File: src/rtl/progmem_loader.sv
// Program-memory loader: parses framed byte stream, assembles 32-bit words,
// writes them to progmem and holds the CPU until a frame loads cleanly.
//
// Ports:
//   clk, rst            rising-edge clock, synchronous active-high reset
//   in_data, in_valid   host byte stream (byte taken when in_valid & in_ready)
//   in_ready            always 1, no backpressure
//   mem_we              one-cycle write strobe per assembled word
//   mem_addr, mem_wdata word address / instruction word, held until next write
//   cpu_hold            1 while CPU must stay halted
//   done, error         last frame loaded cleanly / aborted
//   word_count          words written in current or last frame
module progmem_loader #(
   parameter int         ADDR_WIDTH   = 8,
   parameter logic [7:0] START_BYTE   = 8'hA5,
   parameter bit         CHECK_OPCODE = 1'b1
) (
   input  logic                  clk,
   input  logic                  rst,
   input  logic [7:0]            in_data,
   input  logic                  in_valid,
   output logic                  in_ready,
   output logic                  mem_we,
   output logic [ADDR_WIDTH-1:0] mem_addr,
   output logic [31:0]           mem_wdata,
   output logic                  cpu_hold,
   output logic                  done,
   output logic                  error,
   output logic [ADDR_WIDTH:0]   word_count
);

   localparam logic [31:0] MAX_WORDS = 32'd1 << ADDR_WIDTH;

   typedef enum logic [2:0] {
      S_IDLE,
      S_LEN_LO,
      S_LEN_HI,
      S_DATA,
      S_CHECK,
      S_DONE,
      S_ERROR
   } state_t;

   state_t      state;
   logic [15:0] len;
   logic [31:0] word;
   logic [1:0]  byte_idx;
   logic [7:0]  acc;

   logic [31:0] word_next;
   logic [15:0] len_next;
   logic        op_bad;
   logic        last_word;
   logic        too_long;

   assign in_ready = 1'b1;

   always_comb begin
      word_next = word;
      word_next[{byte_idx, 3'b000} +: 8] = in_data;
      len_next  = {in_data, len[7:0]};
      op_bad    = CHECK_OPCODE &&
                  ((word_next[4:0] == 5'd0) || (word_next[4:0] >= 5'd26));
      last_word = (32'(word_count) + 32'd1) == 32'(len);
      too_long  = 32'(len_next) > MAX_WORDS;
   end

   always_ff @(posedge clk) begin
      if (rst) begin
         state      <= S_IDLE;
         len        <= '0;
         word       <= '0;
         byte_idx   <= '0;
         acc        <= '0;
         mem_we     <= 1'b0;
         mem_addr   <= '0;
         mem_wdata  <= '0;
         cpu_hold   <= 1'b1;
         done       <= 1'b0;
         error      <= 1'b0;
         word_count <= '0;
      end else begin
         mem_we <= 1'b0;
         if (in_valid) begin
            unique case (state)
               S_IDLE, S_DONE, S_ERROR: begin
                  if (in_data == START_BYTE) begin
                     state      <= S_LEN_LO;
                     done       <= 1'b0;
                     error      <= 1'b0;
                     word_count <= '0;
                     acc        <= '0;
                     byte_idx   <= '0;
                     cpu_hold   <= 1'b1;
                  end
               end
               S_LEN_LO: begin
                  len[7:0] <= in_data;
                  state    <= S_LEN_HI;
               end
               S_LEN_HI: begin
                  len[15:8] <= in_data;
                  if (too_long) begin
                     state <= S_ERROR;
                     error <= 1'b1;
                  end else if (len_next == 16'd0) begin
                     state <= S_CHECK;
                  end else begin
                     state <= S_DATA;
                  end
               end
               S_DATA: begin
                  acc      <= acc ^ in_data;
                  word     <= word_next;
                  byte_idx <= byte_idx + 2'd1;
                  if (byte_idx == 2'd3) begin
                     if (op_bad) begin
                        state <= S_ERROR;
                        error <= 1'b1;
                     end else begin
                        mem_we     <= 1'b1;
                        mem_addr   <= word_count[ADDR_WIDTH-1:0];
                        mem_wdata  <= word_next;
                        word_count <= word_count + 1'b1;
                        if (last_word) state <= S_CHECK;
                     end
                  end
               end
               S_CHECK: begin
                  if (in_data == acc) begin
                     state    <= S_DONE;
                     done     <= 1'b1;
                     cpu_hold <= 1'b0;
                  end else begin
                     state <= S_ERROR;
                     error <= 1'b1;
                  end
               end
               default: state <= S_IDLE;
            endcase
         end
      end
   end

endmodule
File: config.mk
export PLATFORM = sky130hd
export DESIGN_NAME = progmem_loader
export DESIGN_NICKNAME = d
export VERILOG_FILES = /design/src/rtl/progmem_loader.sv
export SDC_FILE = /design/constraint.sdc
export NUM_CORES = 1
export LEC_CHECK = 0
export ABC_CLOCK_PERIOD_IN_PS = 3650
export CELL_PAD_IN_SITES_DETAIL_PLACEMENT = 1
export CELL_PAD_IN_SITES_GLOBAL_PLACEMENT = 2
export CORE_MARGIN = 2
export CORE_UTILIZATION = 33
export CTS_CLUSTER_SIZE = 10
export DETAILED_ROUTE_END_ITERATION = 12
export GPL_TIMING_DRIVEN = 0
export PLACE_DENSITY_LB_ADDON = 0.1
export SLEW_MARGIN = 20
export SYNTH_ARGS = -nofsm -noshare
export SYNTH_HDL_FRONTEND = slang
export SYNTH_SLANG_ARGS = --single-unit
File: constraint.sdc
create_clock -name clk -period 3.65 [get_ports clk]
set_input_delay 1.095 -clock clk [delete_from_list [all_inputs] [get_ports clk]]
set_output_delay 1.095 -clock clk [all_outputs]
set_load 0.05 [all_outputs]
==> out/metrics.yaml <==
outcome:
  outcome: "completed"
sta:
  post-route-period-util_pct: 93.07
  fin_crit_ns: 3.397
  setup_viol: 0
  skew_ns: 0.008750
  slew_viol_final: 0
  slew_headroom_pct: 42.76
  fin_tns_setup_ns: 0
  setup_slack_ns: 0.2528
  worstMarginPinSlew_ns: 0.8586
  fmax_ghz: 0.2944
  hold_viol_final: 0
  rsz0062_at_grt: "no"
critical_path:
  crit_path_max_incr_delay_ns: 0.62
  cp.buffers_inverters: 2
  critPathLaunchType: "input port"
  path_max_fanout: 10
  r2r-start: "byte_idx[0]$_SDFFE_PP0P_"
  crit_chain: "clkbuf_1 -> a31oi_1 -> a211oi_1 -> a21oi_1 -> a21oi_1 -> clkbuf_2 -> o22a_1"
  cp_data_arrival_time_ns: 3.75
  critPathCaptureType: "register"
  path_class: "in2reg"
  slowest_stage: "clkbuf_1"
  regToRegSetupSlack_ns: 0.27
  crit_family: "compound AO/OA/AOI/OAI gates"
  ff2ff_path_depth: 9
  crit_top_cell: "a21oi_1"
  reg2reg_to: "mem_wdata[30]$_SDFFE_PP0P_"
  cp.required_ns: 4.01
hold_path:
  hp-class: "reg2reg"
  holdCritStartpoint: "word[23]$_SDFFE_PP0P_"
  hold-path-cell-count: 1
  holdPathEnd: "word[23]$_SDFFE_PP0P_"
clocking:
  cts_tree: "done"
  cts_root_buffer: "clkbuf_16"
  numCtsBuffers: 17
  cts_sinks: 114
  clk_pin_slew_ns: 0.05
  holdBufCountCts: 0
  insertion_delay_ns: 0.42
  htreeDepth: 4
  cts_max_path_buffers: 2
synth:
  ys.flop_type: "dfxtp_1"
  yosysTopAreaCellShare_pct: 44.55
  yosys-top-cells-count: "114 x dfxtp_1, 77 x nor2_1, 63 x a21oi_1"
  syn-num-nets: 612
  synthTopCellsByArea: "dfxtp_1 45%, a21oi_1 6.2%, a211oi_1 6.0%"
  synth_cell_type_count: 49
  yosysSeqAreaShare_pct: 44.55
  synth_edf_count: 0
  muxShareOfSynthArea_pct: 3.127
  yosys.area_share.adder_pct: 1.466
  ys_ff_latch: 114
  yosysMostFrequentCell: "dfxtp_1"
  synth-xor-area-share_pct: 4.958
  synth_warnings: 0
  synthArstFlopShare_pct: 0
  synth_compound_area_share_pct: 22.23
  synth-simple-area-share_pct: 18.78
  synth_top_family_by_area: "compound AO/OA/AOI/OAI gates"
  syn_area_per_cell_um2: 8.609
  syn_area_mm2: 0.005122
  yosysTopAreaCell: "dfxtp_1"
  netlist_instances: 595
place:
  place_inst: 838
  place_congestion: 0.7792
  dpl_worst_slack_ns: -0.4902
  portBuffers: 55
  place_area_mm2: 0.005914
  dpl.hpwl_um: 11420
final_layout:
  stdcell_count: 872
  syn2layout_area_growth_pct: 28.41
  antennaDiodeCount: 0
  finish.instance_area_mm2: 0.006578
  fin_nets: 688
  fillers: 1765
  drive_above_1_share_pct: 8.041
route:
  drt_pre_antenna_iters: 4
  wirelength_um: 16380
  vias: 4636
  drc_errors: 0
  drtAntennaViolNets: 0
  wl_per_cell_um: 18.78
  vias_per_cell: 5.317
  detailedRoute.firstIterationViolations: 167
global_route:
  grt_max_degree: 17
  grt_pass1_wl_um: 26510
  grt-ovfl-total: 0
  grt_use_total_pct: 20.94
  antenna_found_initial: 0
  grt_pass1_vias: 4847
pwr:
  leakagePower_nw: 2.274
  power_density_mw_per_mm2: 585.0
  p_total_w: 0.003848
  ir_worst_vdd_mv: 0.2884
floorplanning:
  core_area_mm2: 0.01520
  rows: 45
  io_pins: 65
  dieArea_mm2: 0.01654
  fp.dieH_um: 128.6
  initial_core_util_pct: 33.70
  fp.dieW_um: 128.6
flow_run:
  max_cap_viol_count: 0
[flip-flops by register name, indices dropped and copies added, names as in the netlist, 2 cells and up]
signal      count
word           32
acc             8
len            16
word_count      9
mem_wdata      32
mem_addr        8
state           3
byte_idx        2
[cell families after synthesis]
family,Yosys count
adder cells (fa/ha/maj),6
other,1
XOR/XNOR,29
AO/OA/AOI/OAI,168
AND/OR/NAND/NOR,202
buffers and inverters,59
flip-flops,114
multiplexers,16
[cell type report]
type / instances / area, um^2 / share of cell area (%)
Sequential cell: 114 / 2282 / 34.70
Tap cell: 188 / 235.2 / 3.576
Multi-Input combinational cell: 422 / 2609 / 39.66
Timing Repair Buffer: 57 / 565.5 / 8.598
Inverter: 8 / 30.03 / 0.4565
Clock buffer: 19 / 452.9 / 6.886
Buffer: 51 / 219.0 / 3.329
Clock inverter: 13 / 183.9 / 2.796
[timing repair]
| item | 4_1_cts | 5_1_grt |
|---|---|---|
| setup buffers | 2 | 0 |
| endpoints found under the hold margin | 0 | 0 |
| gates resized for setup | 3 | 1 |
| setup endpoints to repair | 24 | 10 |
| pin swaps | 1 | 0 |
[report_power, final]
group	switching, W	internal (W)	total, W
registers	0.0000416	0.00131	0.00135
clock network	0.000610	0.00118	0.00179
logic	0.000466	0.000242	0.000708
total	0.00112	0.00273	0.00385
[metrics by stage]
| stage | utilization (%) | hold slack [ns] |
|---|---|---|
| 6_report | 43.27 | 0.4546 |
| 5_1_grt | 43.27 | 0.4748 |
| 4_1_cts | 43.25 | 0.4581 |
| 3_5_place_dp | 38.91 | 0.4452 |
| 3_3_place_gp | 38.86 | 0.4391 |
| 2_1_floorplan | - | 0.4330 |
[cell usage in the layout (no fill, tap or decap), types with 2 or more instances in the layout]
cell,netlist,final
xor2_1,13,13
nor2_1,77,76
ha_1,6,6
clkbuf_8,0,2
o211ai_1,2,2
a21o_1,5,5
inv_1,8,8
o21a_1,14,14
and3_1,7,7
buf_2,8,8
nor2_2,1,2
buf_1,3,3
mux2i_1,16,16
clkdlybuf4s50_1,0,55
a311oi_1,5,5
buf_4,2,4
bufinv_16,0,4
clkbuf_2,0,2
nand2_1,43,43
nor3_1,4,4
o22a_1,12,12
nor2b_1,34,34
clkinvlp_4,0,6
a31oi_1,10,9
clkbuf_1,37,35
dfxtp_1,114,114
xnor2_1,16,16
a21oi_1,63,63
nor4_1,5,5
nand2b_1,2,2
clkbuf_16,0,17
a221oi_1,3,3
clkinv_2,0,2
a211oi_1,41,41
o21ai_0,6,6
nand3_1,12,12
nand4_1,6,6
and2_1,2,2
[worst max-delay path by stage]
stage	from	to	slack [ns]	cells after the start
5_1_grt	byte_idx[0]$_SDFFE_PP0P_	mem_wdata[26]$_SDFFE_PP0P_	0.01	9
3_5_place_dp	in_data[4]	mem_wdata[0]$_SDFFE_PP0P_	-0.49	7
2_1_floorplan	in_data[1]	word_count[8]$_SDFFE_PP0P_	0.45	8
6_report	in_data[2]	mem_wdata[30]$_SDFFE_PP0P_	0.25	7
4_1_cts	byte_idx[0]$_SDFFE_PP0P_	mem_wdata[30]$_SDFFE_PP0P_	0.04	9
3_3_place_gp	in_data[4]	mem_wdata[1]$_SDFFE_PP0P_	-0.43	7
[routing by layer]
metal  GRT usage, %  part of all wire [%]
met1          25.58                    45
met2          35.86                    49
met3          4.491                   2.9
met4          8.760                   2.5
met5              0                     0
Power figures use the tool's default switching activity.
